`config.mk`:
```
export PLATFORM = sky130hd
export DESIGN_NAME = booth_mult_arbiter
export DESIGN_NICKNAME = d
export VERILOG_FILES = /design/src/rtl/booth_mult_arbiter.sv
export SDC_FILE = /design/constraint.sdc
export NUM_CORES = 1
export LEC_CHECK = 0
export CAP_MARGIN = 20
export CORE_MARGIN = 2
export CORE_UTILIZATION = 35
export CTS_CLUSTER_DIAMETER = 200
export DETAILED_ROUTE_END_ITERATION = 8
export PLACE_DENSITY = 0.73
export SYNTH_ARGS = -nofsm -noshare
export SYNTH_HDL_FRONTEND = slang
export SYNTH_SLANG_ARGS = --single-unit
```
`constraint.sdc`:
```
create_clock -name clk -period 3.67 [get_ports clk]
set_input_delay 0.9175 -clock clk [delete_from_list [all_inputs] [get_ports clk]]
set_output_delay 0.9175 -clock clk [all_outputs]
set_load 0.02 [all_outputs]
```
`src/rtl/booth_mult_arbiter.sv`:
```
// Round-robin sequencer sharing one sequential Booth multiplier among NREQ requesters,
// with start/ready handshake, per-requester done pulses and a timeout abort path.
module booth_mult_arbiter #(
    parameter int NREQ    = 4,
    parameter int WIDTH   = 6,
    parameter int TIMEOUT = 64
) (
    input  logic                    clk,
    input  logic                    rst,
    input  logic [NREQ-1:0]         req,
    input  logic [NREQ*WIDTH-1:0]   x_in,
    input  logic [NREQ*WIDTH-1:0]   y_in,
    output logic [NREQ-1:0]         gnt,
    output logic [NREQ-1:0]         done,
    output logic                    err,
    output logic [2*WIDTH-1:0]      result,
    output logic                    busy,
    output logic [WIDTH-1:0]        mul_X,
    output logic [WIDTH-1:0]        mul_Y,
    output logic                    mul_start,
    output logic                    mul_clr,
    input  logic                    mul_ready,
    input  logic [2*WIDTH-1:0]      mul_w
);

    localparam int LW = (NREQ > 1) ? $clog2(NREQ) : 1;
    localparam int CW = $clog2(TIMEOUT);
    localparam logic [LW-1:0] LAST_RST = LW'(NREQ - 1);
    localparam logic [CW-1:0] CNT_LAST = CW'(TIMEOUT - 1);

    typedef enum logic [2:0] {
        S_IDLE, S_ISSUE, S_ARM, S_WAIT, S_ABORT, S_DONE
    } state_t;

    state_t                 state_q, state_d;
    logic [LW-1:0]          last_q, last_d;
    logic [WIDTH-1:0]       mul_x_q, mul_x_d;
    logic [WIDTH-1:0]       mul_y_q, mul_y_d;
    logic [2*WIDTH-1:0]     result_q, result_d;
    logic [CW-1:0]          cnt_q, cnt_d;
    logic                   err_pend_q, err_pend_d;
    logic                   win_vld;
    logic [LW-1:0]          win_idx;

    // Rotating priority search starting just after the last winner; the lowest
    // offset is assigned last so it takes precedence.
    function automatic logic [LW:0] pick(input logic [NREQ-1:0] r, input logic [LW-1:0] l);
        int j;
        pick = '0;
        for (int k = NREQ; k >= 1; k--) begin
            j = int'(l) + k;
            if (j >= NREQ) j = j - NREQ;
            if (r[LW'(j)]) pick = {1'b1, LW'(j)};
        end
    endfunction

    assign {win_vld, win_idx} = pick(req, last_q);

    always_ff @(posedge clk or negedge rst) begin
        if (!rst) begin
            state_q    <= S_IDLE;
            last_q     <= LAST_RST;
            mul_x_q    <= '0;
            mul_y_q    <= '0;
            result_q   <= '0;
            cnt_q      <= '0;
            err_pend_q <= 1'b0;
        end else begin
            state_q    <= state_d;
            last_q     <= last_d;
            mul_x_q    <= mul_x_d;
            mul_y_q    <= mul_y_d;
            result_q   <= result_d;
            cnt_q      <= cnt_d;
            err_pend_q <= err_pend_d;
        end
    end

    always_comb begin
        state_d    = state_q;
        last_d     = last_q;
        mul_x_d    = mul_x_q;
        mul_y_d    = mul_y_q;
        result_d   = result_q;
        cnt_d      = cnt_q;
        err_pend_d = err_pend_q;
        case (state_q)
            S_IDLE, S_DONE: begin
                if (state_q == S_DONE) err_pend_d = 1'b0;
                if (win_vld) begin
                    state_d = S_ISSUE;
                    last_d  = win_idx;
                    mul_x_d = x_in[win_idx*WIDTH +: WIDTH];
                    mul_y_d = y_in[win_idx*WIDTH +: WIDTH];
                end else begin
                    state_d = S_IDLE;
                end
            end
            S_ISSUE: begin
                cnt_d   = '0;
                state_d = S_ARM;
            end
            // Timeout is checked before the handshake so an abort wins a same-cycle exit.
            S_ARM: begin
                cnt_d = cnt_q + CW'(1);
                if (cnt_q == CNT_LAST)  state_d = S_ABORT;
                else if (!mul_ready)    state_d = S_WAIT;
            end
            S_WAIT: begin
                cnt_d = cnt_q + CW'(1);
                if (cnt_q == CNT_LAST) begin
                    state_d = S_ABORT;
                end else if (mul_ready) begin
                    result_d = mul_w;
                    state_d  = S_DONE;
                end
            end
            S_ABORT: begin
                result_d   = '0;
                err_pend_d = 1'b1;
                state_d    = S_DONE;
            end
            default: state_d = S_IDLE;
        endcase
    end

    always_comb begin
        gnt       = '0;
        done      = '0;
        err       = 1'b0;
        mul_start = 1'b0;
        mul_clr   = 1'b0;
        busy      = (state_q != S_IDLE);
        case (state_q)
            S_ISSUE: begin
                gnt       = NREQ'(1) << last_q;
                mul_start = 1'b1;
            end
            S_ABORT: mul_clr = 1'b1;
            S_DONE: begin
                done = NREQ'(1) << last_q;
                err  = err_pend_q;
            end
            default: ;
        endcase
    end

    assign mul_X  = mul_x_q;
    assign mul_Y  = mul_y_q;
    assign result = result_q;

endmodule

```
==> impl_metrics.json <==
{
  "async_flop_share": 1.00,
  "power.clock.fraction": 0.129,
  "synth-simple-area-share": 0.200,
  "vias": 1956,
  "path_max_fanout": 15,
  "cts_max_path_buffers": 2,
  "p_per_area_nw_per_um2": 801,
  "synth_xor_area_frac": 0,
  "syn_nets": 291,
  "swShare": 0.418,
  "p_int_w": 0.00156,
  "syn_area_per_cell_um2": 9.80,
  "io_buffers": 102,
  "fin_crit_ns": 3.03,
  "maxSlewViolCount": 0,
  "synthMostInstantiatedCell": "nand2_1",
  "route.detailed.drc": 0,
  "final_antenna_net_count": 0,
  "vdd_drop_max_mv": 0.563,
  "first_pass_iters": 4,
  "ctsRootBufferMaster": "clkbuf_8",
  "outcome": "finished, final reports clean",
  "fillers": 538,
  "maxCapViolations": 0,
  "ys_top_cells_by_count": "37 x nand2_1, 34 x dfrtp_1, 29 x mux2i_1",
  "synth_area_leader_cell": "dfrtp_1",
  "ys_ff_latch": 36,
  "worstPathCellList": "nor2_1, nand2_1, inv_1, clkdlybuf4s50_1",
  "cts.sinks": 36,
  "finalNetCount": 394,
  "synth-adder-area-share": 0.0338,
  "cts_made_buffers": 5,
  "relSlewSlack": 0.469,
  "hold_violations": 0,
  "drive_gt1_frac": 0.0867,
  "ys_types": 38,
  "combinationalPowerShare": 0.600,
  "synth_edf_count": 0,
  "wl_per_cell_um": 13.5,
  "clk_pin_slew_ns": 0.08,
  "ys.flop_type": "dfrtp_1",
  "cts_hold_buf": 0,
  "placementRows": 28,
  "synth_warnings": 0,
  "core-area_um2": 5920,
  "start_util": 0.363,
  "synth_cells": 219,
  "grt_max_degree": 37,
  "setup_tns_ns": 0,
  "die_area_um2": 6780,
  "end_kind": "primary output",
  "place.gp.congestion": 0.791,
  "worst_pin_slew_ns": 0.796,
  "p_seq_frac": 0.272,
  "fin_crit_sh": 0.825,
  "startpoint_type": "flip-flop",
  "diodes": 0,
  "synth_top_family_by_area": "simple AND/OR/NAND/NOR gates",
  "syn_to_final_growth_pct": 55.8,
  "cts_resized": 0,
  "hpwl_um": 4110,
  "first_iter_violations": 113,
  "p_switching_w": 0.00112,
  "overflow": 0,
  "r2r_setup_slack_ns": 1.11,
  "seq_area_frac_synth": 0.421,
  "ios": 103,
  "synth_compound_area_frac": 0.157,
  "synth_area_um2": 2150,
  "critPathKind": "flip-flop to primary output",
  "critPathTopFamily": "buffers and inverters",
  "finalSetupViolCount": 0,
  "die_w_um": 82.3,
  "cp_num_buf_inv": 2,
  "crit_path_max_incr_delay_ns": 0.63,
  "track_usage": 0.161,
  "die_y_um": 82.3,
  "avgViaCountPerCell": 4.91,
  "fin_total_pwr_w": 0.00268,
  "muxShareOfSynthArea": 0.151,
  "grt_pass1_wl_um": 8490,
  "first_global_vias": 1931,
  "post-cts-setup-buffers": 0,
  "fin_skew_ns": 0.0116,
  "p_leak_nw": 1.47,
  "clock_latency_ns": 0.29,
  "synth_area_leaders": "dfrtp_1 40%, mux2i_1 14%, a221oi_2 7.0%",
  "htree_levels": 2,
  "hp-class": "flip-flop to flip-flop",
  "max_freq_mhz": 330,
  "antenna_found_initial": 0,
  "tritoncts": "built",
  "synthDominantCellAreaShare": 0.396,
  "post-route-util": 0.565,
  "crit_required_ns": 2.75,
  "critical_path_arrival_ns": 2.11,
  "detail_route.wirelength_um": 5370,
  "cp_slowest_cell": "clkdlybuf4s50_1",
  "grt_setup_unrepaired": "no"
}
final timing paths:
| path | start | to | cells after the start |
|---|---|---|---|
| min in group asynchronous | rst | err_pend_q$_DFFE_PN0P_ | 1 |
| max in group asynchronous | rst | mul_Y[0]$_DFFE_PN0P_ | 1 |
| worst max-delay path | state_q[1]$_DFFE_PN0P_ | mul_clr | 4 |
| worst max register to register | last_q[0]$_DFFE_PN1P_ | mul_Y[0]$_DFFE_PN0P_ | 8 |
| worst min register to register | result[0]$_DFFE_PN0P_ | result[0]$_DFFE_PN0P_ | 2 |
| worst min-delay path | result[0]$_DFFE_PN0P_ | result[0]$_DFFE_PN0P_ | 2 |
logic make-up after synthesis:
kind of cell / count (synthesis)
AO/OA/AOI/OAI: 35
adder cells (fa/ha/maj): 6
buffers and inverters: 16
flip-flops: 36
multiplexers: 31
AND/OR/NAND/NOR: 95
cells in the final DEF, fill, tap and decap left out, types with 2 or more instances in the layout:
cell | synthesis | routed
clkdlybuf4s50_1 | 0 | 101
nand2_1 | 37 | 37
dfrtp_1 | 34 | 34
mux2i_1 | 29 | 29
nor2_1 | 22 | 22
nand3_1 | 13 | 13
and2_1 | 11 | 11
a221oi_2 | 10 | 10
o21ai_0 | 8 | 8
inv_1 | 7 | 7
ha_1 | 5 | 5
clkbuf_8 | 0 | 5
and3_1 | 4 | 4
a21oi_1 | 3 | 3
nand2b_1 | 2 | 2
nor2b_1 | 2 | 2
a21o_1 | 2 | 2
a221oi_1 | 2 | 2
dfstp_2 | 2 | 2
buf_4 | 0 | 2
metal layers:
metal / track usage / part of all wire / vias to the layer above
li1: - / - / 981
met1: 0.195 / 0.41 / 910
met5: 0 / 0 / -
met2: 0.281 / 0.52 / 59
met4: 0.0500 / 0.011 / 0
met3: 0.0370 / 0.060 / 6
power groups by stage:
stage | sequential, W | combinational, W | clock, W
detailed placement | 0.000732 | 0.00163 | 0
CTS | 0.000730 | 0.00163 | 0.000355
global route | 0.000757 | 0.00176 | 0.000369
floorplan | 0.000859 | 0.000939 | 0
finish | 0.000728 | 0.00161 | 0.000345
global placement | 0.000736 | 0.00161 | 0
per-stage QoR:
| stage | hold slack, ns | instance area [um2] | std cells | setup slack, ns |
|---|---|---|---|---|
| after floorplan | 0.441 | 2150 | 219 | 1.06 |
| after global routing | 0.494 | 3340 | 398 | 0.509 |
| after CTS | 0.476 | 3340 | 398 | 0.626 |
| final | 0.473 | 3340 | 398 | 0.643 |
| after detailed placement | 0.459 | 3240 | 390 | 0.493 |
| after global placement | 0.451 | 3240 | 390 | 0.535 |
layout make-up:
type                    instances  area (um2)  share of cell area
inverters                       7        26.3             0.00786
clock inverters                 2        35.0              0.0105
repair buffers                105        1050               0.314
well taps                      75        93.8              0.0281
multi-input cells             167        1160               0.348
flip-flops and latches         36         903               0.270
clock buffers                   6        72.6              0.0217
state kept, by name, summed over array words and instances, names as in the netlist:
signal / count
result: 12
err_pend_q: 1
mul_Y: 6
last_q: 2
state_q: 3
cnt_q: 6
mul_X: 6
worst register-to-register path: cells and delay by family (launching register included):
kind | cells | cell delay [ns]
muxes | 2 | 0.53
adders and majority gates | 1 | 0.38
AOI/OAI and AO/OA | 3 | 0.50
buffers and inverters | 2 | 0.38
DFF | 1 | 0.61
Note: power is estimated with default switching activity, not from simulation.
